## src/rtl/panel_pkg.sv

```systemverilog
// Shared types for the front-panel sequencer: FSM states and button press events.
package panel_pkg;

    typedef enum logic [2:0] {
        POR   = 3'd0,
        IDLE  = 3'd1,
        RST   = 3'd2,
        CLR   = 3'd3,
        RUN1  = 3'd4,
        HALT1 = 3'd5
    } state_t;

    typedef enum logic [1:0] {
        NONE  = 2'd0,
        SHORT = 2'd1,
        LONG  = 2'd2
    } press_t;

endpackage

```

## src/rtl/panel_sequencer_button_conditioner.sv

```systemverilog
// One push-button channel: invert, 2-flop synchronise, debounce, arm, and classify
// short/long presses into a single-cycle press event.
module button_conditioner
    import panel_pkg::*;
#(
    parameter int DEBOUNCE_CYCLES  = 16,
    parameter int LONGPRESS_CYCLES = 1024
) (
    input  logic   clk,
    input  logic   reset,
    input  logic   nbut,
    output press_t press
);

    localparam int DB_W   = $clog2(DEBOUNCE_CYCLES + 1);
    localparam int HOLD_W = $clog2(LONGPRESS_CYCLES + 1);
    localparam logic [DB_W-1:0]   DB_LAST  = DB_W'(DEBOUNCE_CYCLES - 1);
    localparam logic [HOLD_W-1:0] HOLD_MAX = HOLD_W'(LONGPRESS_CYCLES);
    localparam logic [HOLD_W-1:0] HOLD_PRE = HOLD_W'(LONGPRESS_CYCLES - 1);

    logic              sync1_r;
    logic              sync2_r;
    logic              level_r;
    logic              armed_r;
    logic [DB_W-1:0]   db_cnt_r;
    logic [HOLD_W-1:0] hold_r;
    press_t            press_r;

    logic   flip_s;
    logic   rise_s;
    logic   fall_s;
    press_t press_s;

    // Level flip and event classification; events are registered on the same
    // edge the debounced level changes, keeping release-to-pulse latency short.
    always_comb begin
        flip_s  = 1'b0;
        press_s = NONE;
        if ((sync2_r != level_r) && (db_cnt_r == DB_LAST)) begin
            flip_s = 1'b1;
        end else begin
            flip_s = 1'b0;
        end
        rise_s = flip_s & sync2_r;
        fall_s = flip_s & ~sync2_r;
        if (armed_r && fall_s && (hold_r < HOLD_MAX)) begin
            press_s = SHORT;
        end else if (armed_r && level_r && !flip_s && (hold_r == HOLD_PRE)) begin
            press_s = LONG;
        end else begin
            press_s = NONE;
        end
    end

    // Synchroniser, debouncer, hold counter, arming and event register.
    always_ff @(posedge clk) begin
        if (reset) begin
            sync1_r  <= 1'b0;
            sync2_r  <= 1'b0;
            level_r  <= 1'b0;
            armed_r  <= 1'b0;
            db_cnt_r <= '0;
            hold_r   <= '0;
            press_r  <= NONE;
        end else begin
            sync1_r <= ~nbut;
            sync2_r <= sync1_r;
            if (sync2_r != level_r) begin
                if (db_cnt_r == DB_LAST) begin
                    level_r  <= sync2_r;
                    db_cnt_r <= '0;
                end else begin
                    db_cnt_r <= db_cnt_r + DB_W'(1);
                end
            end else begin
                db_cnt_r <= '0;
            end
            if (rise_s) begin
                hold_r <= '0;
            end else if (level_r && !fall_s && (hold_r < HOLD_MAX)) begin
                hold_r <= hold_r + HOLD_W'(1);
            end
            // A held button stays disarmed until a debounced release is seen.
            if (press_s != NONE) begin
                armed_r <= 1'b0;
            end else if (!level_r) begin
                armed_r <= 1'b1;
            end
            press_r <= press_s;
        end
    end

    assign press = press_r;

endmodule

```

## src/rtl/panel_sequencer.sv

```systemverilog
// Front-panel sequencer: conditions both buttons and drives the CPU panel switches.
// Optional PANEL_AUTORUN_EN: power-on sequence ends with a run request.
module panel_sequencer
    import panel_pkg::*;
#(
    parameter int DEBOUNCE_CYCLES  = 16,
    parameter int LONGPRESS_CYCLES = 1024,
    parameter int RESET_CYCLES     = 4,
    parameter int POR_CYCLES       = 8
) (
    input  logic SYSCLK,
    input  logic RESET,
    input  logic nBUT1,
    input  logic nBUT2,
    input  logic CPU_RUNNING,
    output logic sw_RUN,
    output logic sw_HALT,
    output logic sw_RESET,
    output logic sw_CLEAR,
    output logic BUSY
);

    localparam int SEQ_MAX = (POR_CYCLES > RESET_CYCLES) ? POR_CYCLES : RESET_CYCLES;
    localparam int SEQ_W   = $clog2(SEQ_MAX + 1);
    localparam logic [SEQ_W-1:0] POR_LAST = SEQ_W'(POR_CYCLES - 1);
    localparam logic [SEQ_W-1:0] RST_LAST = SEQ_W'(RESET_CYCLES - 1);

    press_t press1_s;
    press_t press2_s;

    state_t           state_r;
    state_t           state_nx_s;
    logic [SEQ_W-1:0] cnt_r;
    logic [SEQ_W-1:0] cnt_nx_s;
    logic             autorun_r;
    logic             autorun_nx_s;
    logic             sw_run_r;
    logic             sw_halt_r;
    logic             sw_reset_r;
    logic             sw_clear_r;
    logic             busy_r;

    button_conditioner #(
        .DEBOUNCE_CYCLES (DEBOUNCE_CYCLES),
        .LONGPRESS_CYCLES(LONGPRESS_CYCLES)
    ) u_but1 (
        .clk  (SYSCLK),
        .reset(RESET),
        .nbut (nBUT1),
        .press(press1_s)
    );

    button_conditioner #(
        .DEBOUNCE_CYCLES (DEBOUNCE_CYCLES),
        .LONGPRESS_CYCLES(LONGPRESS_CYCLES)
    ) u_but2 (
        .clk  (SYSCLK),
        .reset(RESET),
        .nbut (nBUT2),
        .press(press2_s)
    );

    // Next-state logic; events outside IDLE are dropped, BUT2 outranks BUT1.
    always_comb begin
        state_nx_s   = state_r;
        cnt_nx_s     = cnt_r;
        autorun_nx_s = autorun_r;
        case (state_r)
            POR: begin
                if (cnt_r == POR_LAST) begin
                    state_nx_s = RST;
                    cnt_nx_s   = '0;
`ifdef PANEL_AUTORUN_EN
                    autorun_nx_s = 1'b1;
`else
                    autorun_nx_s = autorun_r;
`endif
                end else begin
                    cnt_nx_s = cnt_r + SEQ_W'(1);
                end
            end
            IDLE: begin
                cnt_nx_s = '0;
                if (press2_s == LONG) begin
                    state_nx_s   = RST;
                    autorun_nx_s = 1'b1;
                end else if (press2_s == SHORT) begin
                    state_nx_s = RST;
                end else if (press1_s == SHORT) begin
                    state_nx_s = CPU_RUNNING ? HALT1 : RUN1;
                end else begin
                    state_nx_s = IDLE;
                end
            end
            RST: begin
                if (cnt_r == RST_LAST) begin
                    state_nx_s = CLR;
                    cnt_nx_s   = '0;
                end else begin
                    cnt_nx_s = cnt_r + SEQ_W'(1);
                end
            end
            CLR: begin
                if (autorun_r) begin
                    state_nx_s   = RUN1;
                    autorun_nx_s = 1'b0;
                end else begin
                    state_nx_s = IDLE;
                end
            end
            RUN1:    state_nx_s = IDLE;
            HALT1:   state_nx_s = IDLE;
            default: begin
                state_nx_s   = POR;
                cnt_nx_s     = '0;
                autorun_nx_s = 1'b0;
            end
        endcase
    end

    // State register; outputs are registered from the current state.
    always_ff @(posedge SYSCLK) begin
        if (RESET) begin
            state_r    <= POR;
            cnt_r      <= '0;
            autorun_r  <= 1'b0;
            sw_run_r   <= 1'b0;
            sw_halt_r  <= 1'b0;
            sw_reset_r <= 1'b0;
            sw_clear_r <= 1'b0;
            busy_r     <= 1'b1;
        end else begin
            state_r    <= state_nx_s;
            cnt_r      <= cnt_nx_s;
            autorun_r  <= autorun_nx_s;
            sw_run_r   <= (state_r == RUN1);
            sw_halt_r  <= (state_r == HALT1);
            sw_reset_r <= (state_r == RST);
            sw_clear_r <= (state_r == CLR);
            busy_r     <= (state_r != IDLE);
        end
    end

    assign sw_RUN   = sw_run_r;
    assign sw_HALT  = sw_halt_r;
    assign sw_RESET = sw_reset_r;
    assign sw_CLEAR = sw_clear_r;
    assign BUSY     = busy_r;

endmodule

```

## config.mk

```make
export PLATFORM = sky130hd
export DESIGN_NAME = panel_sequencer
export DESIGN_NICKNAME = d
export VERILOG_FILES = /design/src/rtl/panel_pkg.sv /design/src/rtl/panel_sequencer_button_conditioner.sv /design/src/rtl/panel_sequencer.sv
export SDC_FILE = /design/constraint.sdc
export NUM_CORES = 1
export LEC_CHECK = 0
export ABC_AREA = 0
export CORE_MARGIN = 5
export CORE_UTILIZATION = 60
export DETAILED_ROUTE_END_ITERATION = 10
export PLACE_DENSITY = 0.84
export SLEW_MARGIN = 20
export SYNTH_ARGS = -nofsm -noshare
export SYNTH_HDL_FRONTEND = slang
export SYNTH_SLANG_ARGS = --single-unit
```

## constraint.sdc

```tcl
create_clock -name SYSCLK -period 4.8 [get_ports SYSCLK]
set_input_delay 0.96 -clock SYSCLK [delete_from_list [all_inputs] [get_ports SYSCLK]]
set_output_delay 0.96 -clock SYSCLK [all_outputs]
set_load 0.05 [all_outputs]
```

# Word-level counts from Yosys, hierarchy flattened
# Cells that the tools add are included.
[totals] ff_bits=57 word_cells=115
[op_classes] magnitude_cmp=2 eq_ne=20 reduce_logical=36 add_sub_neg=5 mux=19 bitwise_logic=11
[op_table] op="adder 11 x 1 -> 11 bit (second input constant)" count=2
[op_table] op="equality test 11 x 10 -> 1 bit (second input constant)" count=2
[op_table] op="less-than comparator 11 bit (second input constant)" count=2
[op_table] op="two-way mux 3 bit" count=6
[op_table] op="logical AND 1 bit" count=16
[op_table] op="case mux 3 bit (5 select lines)" count=1
[op_table] op="case mux 4 bit (3 select lines)" count=1
[op_table] op="adder 5 x 1 -> 5 bit (second input constant)" count=2
[op_table] op="equality test 5 x 4 -> 1 bit (second input constant)" count=2
[op_table] op="OR reduction 2 bit" count=5
[op_table] op="OR reduction 3 bit" count=3
[op_table] op="two-way mux 2 bit" count=4
[op_table] op="two-way mux 4 bit" count=2
[op_table] op="AND reduction 2 bit" count=4
[op_table] op="inverter 1 bit" count=7
[op_table] op="equality test 3 x 2 -> 1 bit (second input constant)" count=2
[op_table] op="equality test 3 bit (second input constant)" count=2
[op_table] op="inequality test 2 bit (second input constant)" count=3
[op_table] op="adder 4 x 1 -> 4 bit (second input constant)" count=1
[op_table] op="AND 1 bit" count=4
[op_table] op="equality test 2 x 1 -> 1 bit (second input constant)" count=2
[op_table] op="equality test 4 x 2 -> 1 bit (second input constant)" count=1
[op_table] op="equality test 4 x 3 -> 1 bit (second input constant)" count=1
[op_table] op="logical NOT 1 bit" count=4
[op_table] op="9 further kinds" count=14

# Depth between registers and ports, before layout
[logic_depth] ltp_word=10 ltp_mapped=8 depth_no_buf=7

# By module
# From an unflattened synthesis, not the netlist that was laid out.
[hier_totals] hier_cells=278 hier_area_um2=2558.7
[by_module_without_submodules] mod="button_conditioner" area_per_inst_um2=898.4 seq_area_each_um2=440.4 n_inst=2 cells_each=98
[by_module_without_submodules] mod="panel_sequencer" area_per_inst_um2=762.0 seq_area_each_um2=260.2 n_inst=1 cells_each=82

# Worst setup path after synthesis
# OpenSTA, ideal clock, no wires.
[synth_path] path_type="flip-flop to flip-flop" start="reg u_but1.db_cnt_r[0]" end="reg u_but1.hold_r[9]" synth_period_minus_slack_ps=2068 required_time_ps=4668 path_slack_ps=2732 arrival_time_ps=1936 setup_ps=132 path_stages_with_launch=9 path_cell_list="dfxtp_1 ha_1 and3_1 ha_1 nor2b_1 buf_2 or4_4 o21ai_0 a21oi_1"
[synth_between] elab_chain_cells=7
[synth_rtl] item="from (decl)" line_no="panel_sequencer_button_conditioner.sv:25" text="logic [DB_W-1:0] db_cnt_r;"
[synth_rtl] item="from (signal assigned)" line_no="panel_sequencer_button_conditioner.sv:73" text="db_cnt_r <= db_cnt_r + DB_W'(1);"
[synth_rtl] item="equality test 5 x 4 -> 1 bit (*)" line_no="panel_sequencer_button_conditioner.sv:39" text="if ((sync2_r != level_r) && (db_cnt_r == DB_LAST)) begin"
[synth_rtl] item="logical AND 1 bit (*)" line_no="panel_sequencer_button_conditioner.sv:39"
[synth_rtl] item="two-way mux 1 bit (*)" line_no="panel_sequencer_button_conditioner.sv:39"
[synth_rtl] item="AND 1 bit" line_no="panel_sequencer_button_conditioner.sv:45" text="fall_s = flip_s & ~sync2_r;"
[synth_rtl] item="logical NOT 1 bit" line_no="panel_sequencer_button_conditioner.sv:80" text="end else if (level_r && !fall_s && (hold_r < HOLD_MAX)) begin"
[synth_rtl] item="logical AND 1 bit (2 in series)" line_no="panel_sequencer_button_conditioner.sv:80"
[synth_rtl] item="to (signal assigned)" line_no="panel_sequencer_button_conditioner.sv:81" text="hold_r <= hold_r + HOLD_W'(1);"
[synth_rtl] item="to (decl)" line_no="panel_sequencer_button_conditioner.sv:26" text="logic [HOLD_W-1:0] hold_r;"
# Every way passes the cells marked *; elsewhere a longest branch is shown, timed or not.
# A chain may end at the register's enable or synchronous reset.

# Final worst setup path
[layout_path] start="in RESET" end="reg u_but2.hold_r[8]"
[layout_between] elab_chain_cells=1
[layout_rtl] item="from (decl)" line_no="panel_sequencer.sv:12" text="input logic RESET,"
[layout_rtl] item="OR reduction 2 bit (no line)"
[layout_rtl] item="to (signal assigned)" line_no="panel_sequencer_button_conditioner.sv:81"
[layout_rtl] item="to (decl)" line_no="panel_sequencer_button_conditioner.sv:26"
# No other way between the ends.

==> out/results.ini <==
[outcome]
outcome = complete, no violations

[layout]
final_util = 0.703
layout.nets = 299
fillers = 305
drive_above_1_share = 0.0828
syn2layout_area_growth_pct = 13.7
antenna_cells = 0
stdcell_count = 340
design_area_um2 = 2790

[cts]
clk_transition_reported_paths_ns = 0.07
htreeDepth = 3
cts_setup_buffers = 0
cts_resized = 0
cts_hold_buf = 0
cts.sinks = 57
cts_root_buf = clkbuf_8
cts_tree = done
clockBufferDepth = 2
clk_latency_ns = 0.33
cts_buffers = 9

[critical_path]
reg2reg_depth = 7
critPathCaptureType = flop
critPathRequiredTime_ns = 5.03
critPathArrivalTime_ns = 2.75
path_class = in2reg
crit_path_start_kind = input port
crit_fanout = 25
r2r-start = u_but2.db_cnt_r[0]
r2r-end = u_but2.press[1]
r2r_setup_slack_ns = 2.53

[synth]
synth_edf_count = 0
yosys-top-cells-area = dfxtp_1, nor2_1, xnor2_1, ha_1, o21ai_0
synth_cells = 276
syn_avg_cell_area_um2 = 8.89
synth_seq_area_share = 0.465
ys_ff_latch = 57
async_reset_ff_frac = 0
yosys_warnings = 0
synth_top_area_cell = dfxtp_1
synth_cell_types = 46
syn_area_um2 = 2450
syn_nets = 290
ys.flop_type = dfxtp_1
synth_top_area_frac = 0.465

[sta]
fmax_ghz = 0.398
finalSetupViolCount = 0
setup_ws_ns = 2.29
skew_ns = 0.00620
finalCritPeriodShare = 0.524
tightestPinTransition_ns = 0.887
hold_viol_final = 0
period_minus_slack_ns = 2.51
finalMaxSlewViolations = 0
fin_setup_tns_ns = 0
holdWs_ns = 0.436
slew_headroom = 0.407
rsz0062_at_grt = no

[min_path]
hold_depth = 1
hp-class = reg2reg
worstHoldStart = u_but1.sync1_r
hold_end = u_but1.sync2_r

[flow_run]
drv_cap = 0

[placed_design]
place_hpwl_um = 2790
port_buffers = 9
dp_cells = 324
place_congestion = 0.765
post-place-ws_ns = 1.97
post_dp_cell_area_um2 = 2550

[route]
met1Wirelength_um = 1980
vias_per_cell = 5.56
drtAntennaViolNets = 0
drt-initial-drc-count = 132
finalWirelength_um = 4250
drc = 0
wl_met2_um = 2050
top_layer = met4
drt-wirelength-per-cell_um = 12.5
wl_met3_um = 192
dr.pass1.iters = 4
vias = 1890

[floorplanning]
dieArea_um2 = 5470
fp-row-count = 23
core_region_area_um2 = 3970
io_pins = 10
floorplan.initialDensity = 0.618
die_w_um = 74.0
fp.dieH_um = 74.0

[power]
p_total_mw = 1.05
ir_drop_uv = 188
power_density_nw_per_um2 = 375
p_leak_nw = 0.965

[global_route]
grt_pass1_wl_um = 7620
grt_remaining_overflow = 0
grtUsageTotal = 0.181
antenna_found_initial = 0
first_global_vias = 1838
grt_start_max_net_pins = 26

## registers in the layout (all words and copies together), names as in the netlist, 2 cells and up
| signal | count |
|---|---|
| state_r | 3 |
| u_but2.press | 2 |
| u_but1.press | 2 |
| u_but1.hold_r | 11 |
| u_but1.db_cnt_r | 5 |
| u_but2.db_cnt_r | 5 |
| cnt_r | 4 |
| u_but2.hold_r | 11 |
## Yosys cell counts, types with 3 or more instances
| cell | instances |
|---|---|
| nor3_1 | 6 |
| a21oi_1 | 11 |
| nor2b_1 | 4 |
| dfxtp_1 | 57 |
| nor2_1 | 46 |
| nand2_1 | 15 |
| a211oi_1 | 3 |
| xor2_1 | 4 |
| nor4b_1 | 3 |
| or3_1 | 4 |
| o21ai_0 | 12 |
| nor4_1 | 5 |
| inv_1 | 13 |
| nand3_1 | 11 |
| clkbuf_1 | 7 |
| and3_1 | 4 |
| ha_1 | 9 |
| xnor2_1 | 16 |
| nand2b_1 | 9 |
## worst max path at each step
stage                       start               end  slack (ns)  cells after the start
6_report                    RESET  u_but2.hold_r[8]        2.29                      4
5_1_grt                     RESET  u_but2.hold_r[8]        2.17                      4
4_1_cts                     RESET  u_but2.hold_r[8]        2.32                      4
3_5_place_dp                RESET  u_but2.hold_r[8]        1.97                      4
3_3_place_gp                RESET  u_but2.hold_r[8]        2.02                      4
2_1_floorplan  u_but1.db_cnt_r[0]  u_but1.hold_r[9]        2.73                      8
## kinds of logic after synthesis
logic type               Yosys count  synth area share
adder cells (fa/ha/maj)            9            0.0459
XOR/XNOR                          20            0.0714
flip-flops                        57             0.465
AO/OA/AOI/OAI                     40             0.102
multiplexers                       2           0.00816
buffers and inverters             24            0.0438
AND/OR/NAND/NOR                  124             0.264
## power breakdown
part | total [mW] | switching (mW) | internal (mW) | leakage (nW)
combinational | 0.0229 | 0.0126 | 0.0104 | 0.377
clock | 0.542 | 0.186 | 0.356 | 0.126
sequential | 0.483 | 0.00457 | 0.478 | 0.461
## routing by layer
layer / up-vias / global-route usage
li1: 968 / -
met1: 881 / 0.214
met2: 36 / 0.286
met3: 5 / 0.0473
met4: 0 / 0.125
met5: - / 0
## layout by cell type (no fill, tap or decap), drive strengths merged, types with 2 or more instances in the layout
cell           count
clkinv             3
xnor2             16
a21oi             11
nand4              2
clkbuf            10
or3b               2
nand2             15
dfxtp             57
and4               2
a31oi              2
bufinv             3
a22oi              2
nor4               5
or2                2
nor3               8
ha                 9
nand3             11
nand2b             9
mux2i              2
nor4b              3
xor2               4
a31o               2
a211oi             3
and3               4
o21ai             12
inv               13
nor2              46
nor2b              4
nand3b             2
or3                4
clkdlybuf4s50      9
## layout make-up
class	count	area, um^2	share of cell area
clock buffer	10	138	0.0493
clock inverter	6	105	0.0377
tap	50	62.6	0.0224
multi-input combinational	195	1210	0.432
timing repair buffer	9	90.1	0.0323
sequential	57	1140	0.409
inverter	13	48.8	0.0175
## worst max-delay path, cell delays in order
cell and delay (ns):
clkdlybuf4s50_1 1.05, a21o_1 0.38, nor2_1 0.09, a31o_2 0.25
No activity file was read; power rests on OpenSTA's default activity.
==> patch 1 (config.mk and constraints unchanged) <==
Build with the macro `PANEL_AUTORUN_EN` defined.
--- a/src/rtl/panel_sequencer.sv
+++ b/src/rtl/panel_sequencer.sv
@@ -2,2 +2,4 @@
 // Optional PANEL_AUTORUN_EN: power-on sequence ends with a run request.
+`define PANEL_AUTORUN_EN
+
 module panel_sequencer
Check against the original RTL: no difference found for any inputs over 10 cycles, from zero or initial values and one cycle with RESET high; that may be too few to reach the edited logic, so the function may still have changed.
==> patch 1 against the unedited design <==
Design area is 2.6% lower; utilization is 1.8 points lower; worst setup slack better by 0.044 ns; sequential cell count stayed put; sequential share of layout area is 1.1 points higher; area after synthesis is 0.10% higher; power is 15% lower; wire length is 5.2% lower.
==> patch 1: results (changes against the unedited design) <==
min_path:
  whs_path_depth: 1  # unchanged
  hold_end: "u_but2.sync2_r"
  hold_path.class: "flop to flop"
  min_from: "u_but2.sync1_r"
grt:
  grt_pass1_vias: 1670  # -9.1%
  grt_max_degree: 26  # unchanged
  grtUsageTotal: 0.169  # -0.0117
  grt_pass1_wl_mm: 7.07  # -7.3%
  antenna_found_initial: 0  # unchanged
routing:
  via_per_inst: 5.51  # -0.92%
  routedWlPerCell_um: 12.0  # -4.3%
  drt_first_pass_iters: 4  # unchanged
  drt_iter0_drc: 143  # +8.3%
critical_path:
  arrival_ns: 2.69  # -0.06 ns
  r2r_slack_ns: 2.52  # about the same
  reg2regPathDepth: 7  # unchanged
  reg2reg_from: "u_but2.db_cnt_r[0]"
  r2r_end: "u_but2.hold_r[10]"
  cp_max_fo: 25  # unchanged
clock_tree:
  ctsHtreeMaxLevel: 3  # unchanged
  path_clk_slew_ns: 0.06
  cts_buffers: 9  # unchanged
  post_cts_buffers: 0  # unchanged
  clkLatencyLatePin_ns: 0.33  # about the same
  cts_resized: 0  # unchanged
  clock-root-buffer: "clkbuf_8"
  cts.path.max_buffers: 2  # unchanged
timing:
  whs_ns: 0.436  # -0.000204 ns
  slew_headroom: 0.437  # +0.0297
  slew_violations: 0  # unchanged
  clock-skew-final_ns: 0.00469  # -0.00151 ns
synth:
  netlist_top_cells_area: "dfxtp_1, nor2_1, xnor2_1"
  synth_warnings: 0  # unchanged
  syn-num-nets: 290  # unchanged
  yosysSeqAreaShare: 0.464  # -0.000473
  async_reset_ff_frac: 0  # unchanged
  ys_types: 39  # -15%
  yosysTopAreaCell: "dfxtp_1"
  ys_top_cells_by_count: "dfxtp_1, nor2_1, xnor2_1"
placement:
  gp_congestion: 0.867  # +13%
  dp_hpwl_mm: 2.66  # -4.5%
  numPortBuffers: 9  # unchanged
outcome:
  status: "finished, final reports clean"
finish:
  num_antenna_cells: 0  # unchanged
  reg_top3: "u_but1.hold_r x11, u_but2.hold_r x11"
  nFillCells: 324  # +6.2%
  final_layout_size_suffix_gt1_frac: 0.0662  # -0.0166
  nNetsFinal: 298  # -0.33%
power_and_ir_drop:
  ir_drop_mv: 0.185  # -1.5%
  leakage_uw: 0.000992  # +2.8%
  p_sw_uw: 186  # -8.2%
## patch 1: cell count changes after synthesis, moves of 3 or more
cell | unedited run | this run
nor4_1 | 5 | 8
nand4_1 | 2 | 5
nand2_1 | 15 | 10
o21ai_0 | 12 | 7
clkbuf_1 | 7 | 11
a21oi_1 | 11 | 7
nor2b_1 | 4 | 9
and3_1 | 4 | 11
a31oi_1 | 2 | 5
## patch 1: kinds of logic after synthesis
| family | share of synthesized area |
|---|---|
| compound gates | 0.102 |
| fa+ha+maj | 0.0458 |
| mux | 0.0168 |
| xor+xnor | 0.0748 |
| simple gates | 0.255 |
| buf+inv | 0.0412 |
| flops | 0.464 |
## patch 1: worst max-delay path by stage
stage | start | endpoint | slack, ns | cells after the start
2_1_floorplan | u_but1.db_cnt_r[0] | u_but1.hold_r[8] | 2.76 | 8
3_3_place_gp | RESET | u_but2.hold_r[9] | 2.05 | 4
3_5_place_dp | RESET | u_but2.hold_r[9] | 2.00 | 4
4_1_cts | RESET | u_but2.hold_r[9] | 2.34 | 4
5_1_grt | RESET | u_but2.hold_r[9] | 2.18 | 4
6_report | RESET | u_but2.hold_r[9] | 2.33 | 4
## patch 1: cell type report
class                      count  area [µm²]  share of cell area
tap                           50        62.6              0.0230
inverter                      13        48.8              0.0179
sequential                    57        1140               0.420
timing repair buffer           9        90.1              0.0331
multi-input combinational    194        1210               0.447
clock buffer                  14         163              0.0598
## patch 1: critical path: stages
cell and delay (ns):
clkdlybuf4s50_1 1.02, a31o_2 0.37, nor2_1 0.07, mux2_2 0.26
## patch 1: power groups by stage
stage / logic, µW / registers (µW) / clock network (µW)
floorplan: 16.4 / 493 / 0
CTS: 23.3 / 483 / 389
global route: 26.4 / 484 / 406
detailed placement: 23.1 / 494 / 0
global placement: 22.1 / 493 / 0
finish: 23.0 / 483 / 380
## patch 1: per-stage QoR
stage	cell area (µm²)	cells	setup slack (ns)
5_1_grt	2720	337	2.18
3_3_place_gp	2560	323	2.05
4_1_cts	2720	337	2.34
6_report	2720	337	2.33
2_1_floorplan	2460	276	2.76
3_5_place_dp	2560	323	2.00
## patch 1: layer usage
layer,up-vias,global-route usage,wire [µm]
met5,-,0,0
met4,0,0.115,94
met3,10,0.0405,180
met2,33,0.261,1810
met1,850,0.209,1940
li1,963,-,-
==> patch 2 (config.mk and constraints unchanged) <==
Made on the original files. Add an input register stage for `nBUT1`, `nBUT2` and `CPU_RUNNING`, with the module's reset; this delays them by one clock.
--- a/src/rtl/panel_sequencer.sv
+++ b/src/rtl/panel_sequencer.sv
@@ -27,2 +27,18 @@
 
+    logic nBUT1_q;
+    logic nBUT2_q;
+    logic CPU_RUNNING_q;
+
+    always_ff @(posedge SYSCLK) begin
+        if (RESET) begin
+            nBUT1_q       <= '0;
+            nBUT2_q       <= '0;
+            CPU_RUNNING_q <= '0;
+        end else begin
+            nBUT1_q       <= nBUT1;
+            nBUT2_q       <= nBUT2;
+            CPU_RUNNING_q <= CPU_RUNNING;
+        end
+    end
+
     press_t press1_s;
@@ -48,3 +64,3 @@
         .reset(RESET),
-        .nbut (nBUT1),
+        .nbut (nBUT1_q),
         .press(press1_s)
@@ -58,3 +74,3 @@
         .reset(RESET),
-        .nbut (nBUT2),
+        .nbut (nBUT2_q),
         .press(press2_s)
@@ -89,3 +105,3 @@
                 end else if (press1_s == SHORT) begin
-                    state_nx_s = CPU_RUNNING ? HALT1 : RUN1;
+                    state_nx_s = CPU_RUNNING_q ? HALT1 : RUN1;
                 end else begin
Function: no difference found for any inputs over 10 cycles, from zero or initial values and one cycle with RESET high; that may be too few to reach the edited logic, so the function may still have changed.
==> patch 2 against the unedited design <==
Global-route usage decreased by 0.82 points; worst setup slack better by 0.11 ns; area after synthesis is 2.5% higher; sequential share of layout area grew 1.8 points; power shrank 6.3%; wire length decreased by 5.1%; design area grew 0.81%; sequential cell count up 3.
==> patch 2: results (changes against the unedited design) <==
routing:
  routedWlPerCell_um: 11.7  # -6.2%
  dr_wl_met2_mm: 1.88  # -8.2%
  vias: 1833  # -3.0%
  wl_met1_mm: 1.92  # -2.7%
  met3_length_um: 146  # -24%
  via_per_inst: 5.33  # -4.1%
min_path:
  min_from: "nBUT1_q"
  hold_end: "u_but1.sync1_r"
critical_path:
  cp_max_fo: 1  # -96%
  crit_end: "BUSY"
  arrival_ns: 1.44  # -1.31 ns
  startpoint: "BUSY"
  r2r_slack_ns: 2.67  # +0.14 ns
  critical-path-max-stage-delay_ns: 0.80  # -0.25 ns
  reg2reg_from: "u_but1.db_cnt_r[0]"
  r2r_end: "u_but1.hold_r[9]"
power_and_ir_drop:
  clock_power_uw: 447  # -18%
  ir_drop_mv: 0.205  # +9.0%
  cell_internal_pwr_uw: 787  # -6.9%
  pwr-share-comb: 0.026  # +0.004
  leakage_uw: 0.000992  # +2.8%
placement:
  dp_cells: 328  # +1.2%
  dpl_cell_area_um2: 2620  # +2.7%
  gp_congestion: 0.804  # +5.1%
  dp_hpwl_mm: 2.76  # -0.81%
  pre_cts_ws_ns: 2.29  # +0.317 ns
grt:
  grtUsageTotal: 0.173  # -0.00816
  met2_usage: 0.289  # +0.00236
  use_met3: 0.0521  # +0.00477
  met1_usage: 0.200  # -0.0133
outcome:
  status: "finished, final reports clean"
timing:
  fin_ws_ns: 2.40  # +0.113 ns
  slew_headroom: 0.540  # +0.133
  clock-skew-final_ns: 0.00811  # +0.00191 ns
synth:
  netlist_top_cells_area: "dfxtp_1, nor2_1, ha_1"
  syn_inst: 280  # +1.4%
  ys_top_cells_by_count: "dfxtp_1, nor2_1, nand2_1"
  yosysSeqAreaShare: 0.477  # +0.0125
  syn-num-nets: 294  # +1.4%
finish:
  nNetsFinal: 303  # +1.3%
  nFillCells: 307  # +0.66%
  final_layout_size_suffix_gt1_frac: 0.0646  # -0.0181
clock_tree:
  cts.path.max_buffers: 2  # unchanged
patch 2: cell types whose count changed in the layout (fill, tap and decap cells not counted), moves of 4 or more:
cell	before	now
xor2_1	4	8
nand2_1	15	20
clkbuf_1	0	4
xnor2_1	16	10
nor2b_1	4	9
nor2_1	46	41
patch 2: cell type report:
type / count / area, µm² / area share
multi-input cells: 198 / 1220 / 0.433
flip-flops and latches: 60 / 1200 / 0.427
clock buffers: 15 / 166 / 0.0591
repair buffers: 10 / 97.6 / 0.0347
well taps: 50 / 62.6 / 0.0222
inverters: 10 / 37.5 / 0.0133
clock inverters: 1 / 30.0 / 0.0107
patch 2: kinds of logic after synthesis:
| group | count (synthesis) | share of synthesized area |
|---|---|---|
| AOI/OAI and AO/OA | 40 | 0.0995 |
| xor gates and xnor gates | 18 | 0.0627 |
| adders and majority gates | 9 | 0.0448 |
| buffers and inverters | 22 | 0.0383 |
| DFF | 60 | 0.477 |
| muxes | 2 | 0.00796 |
| and+or+nand+nor | 129 | 0.270 |
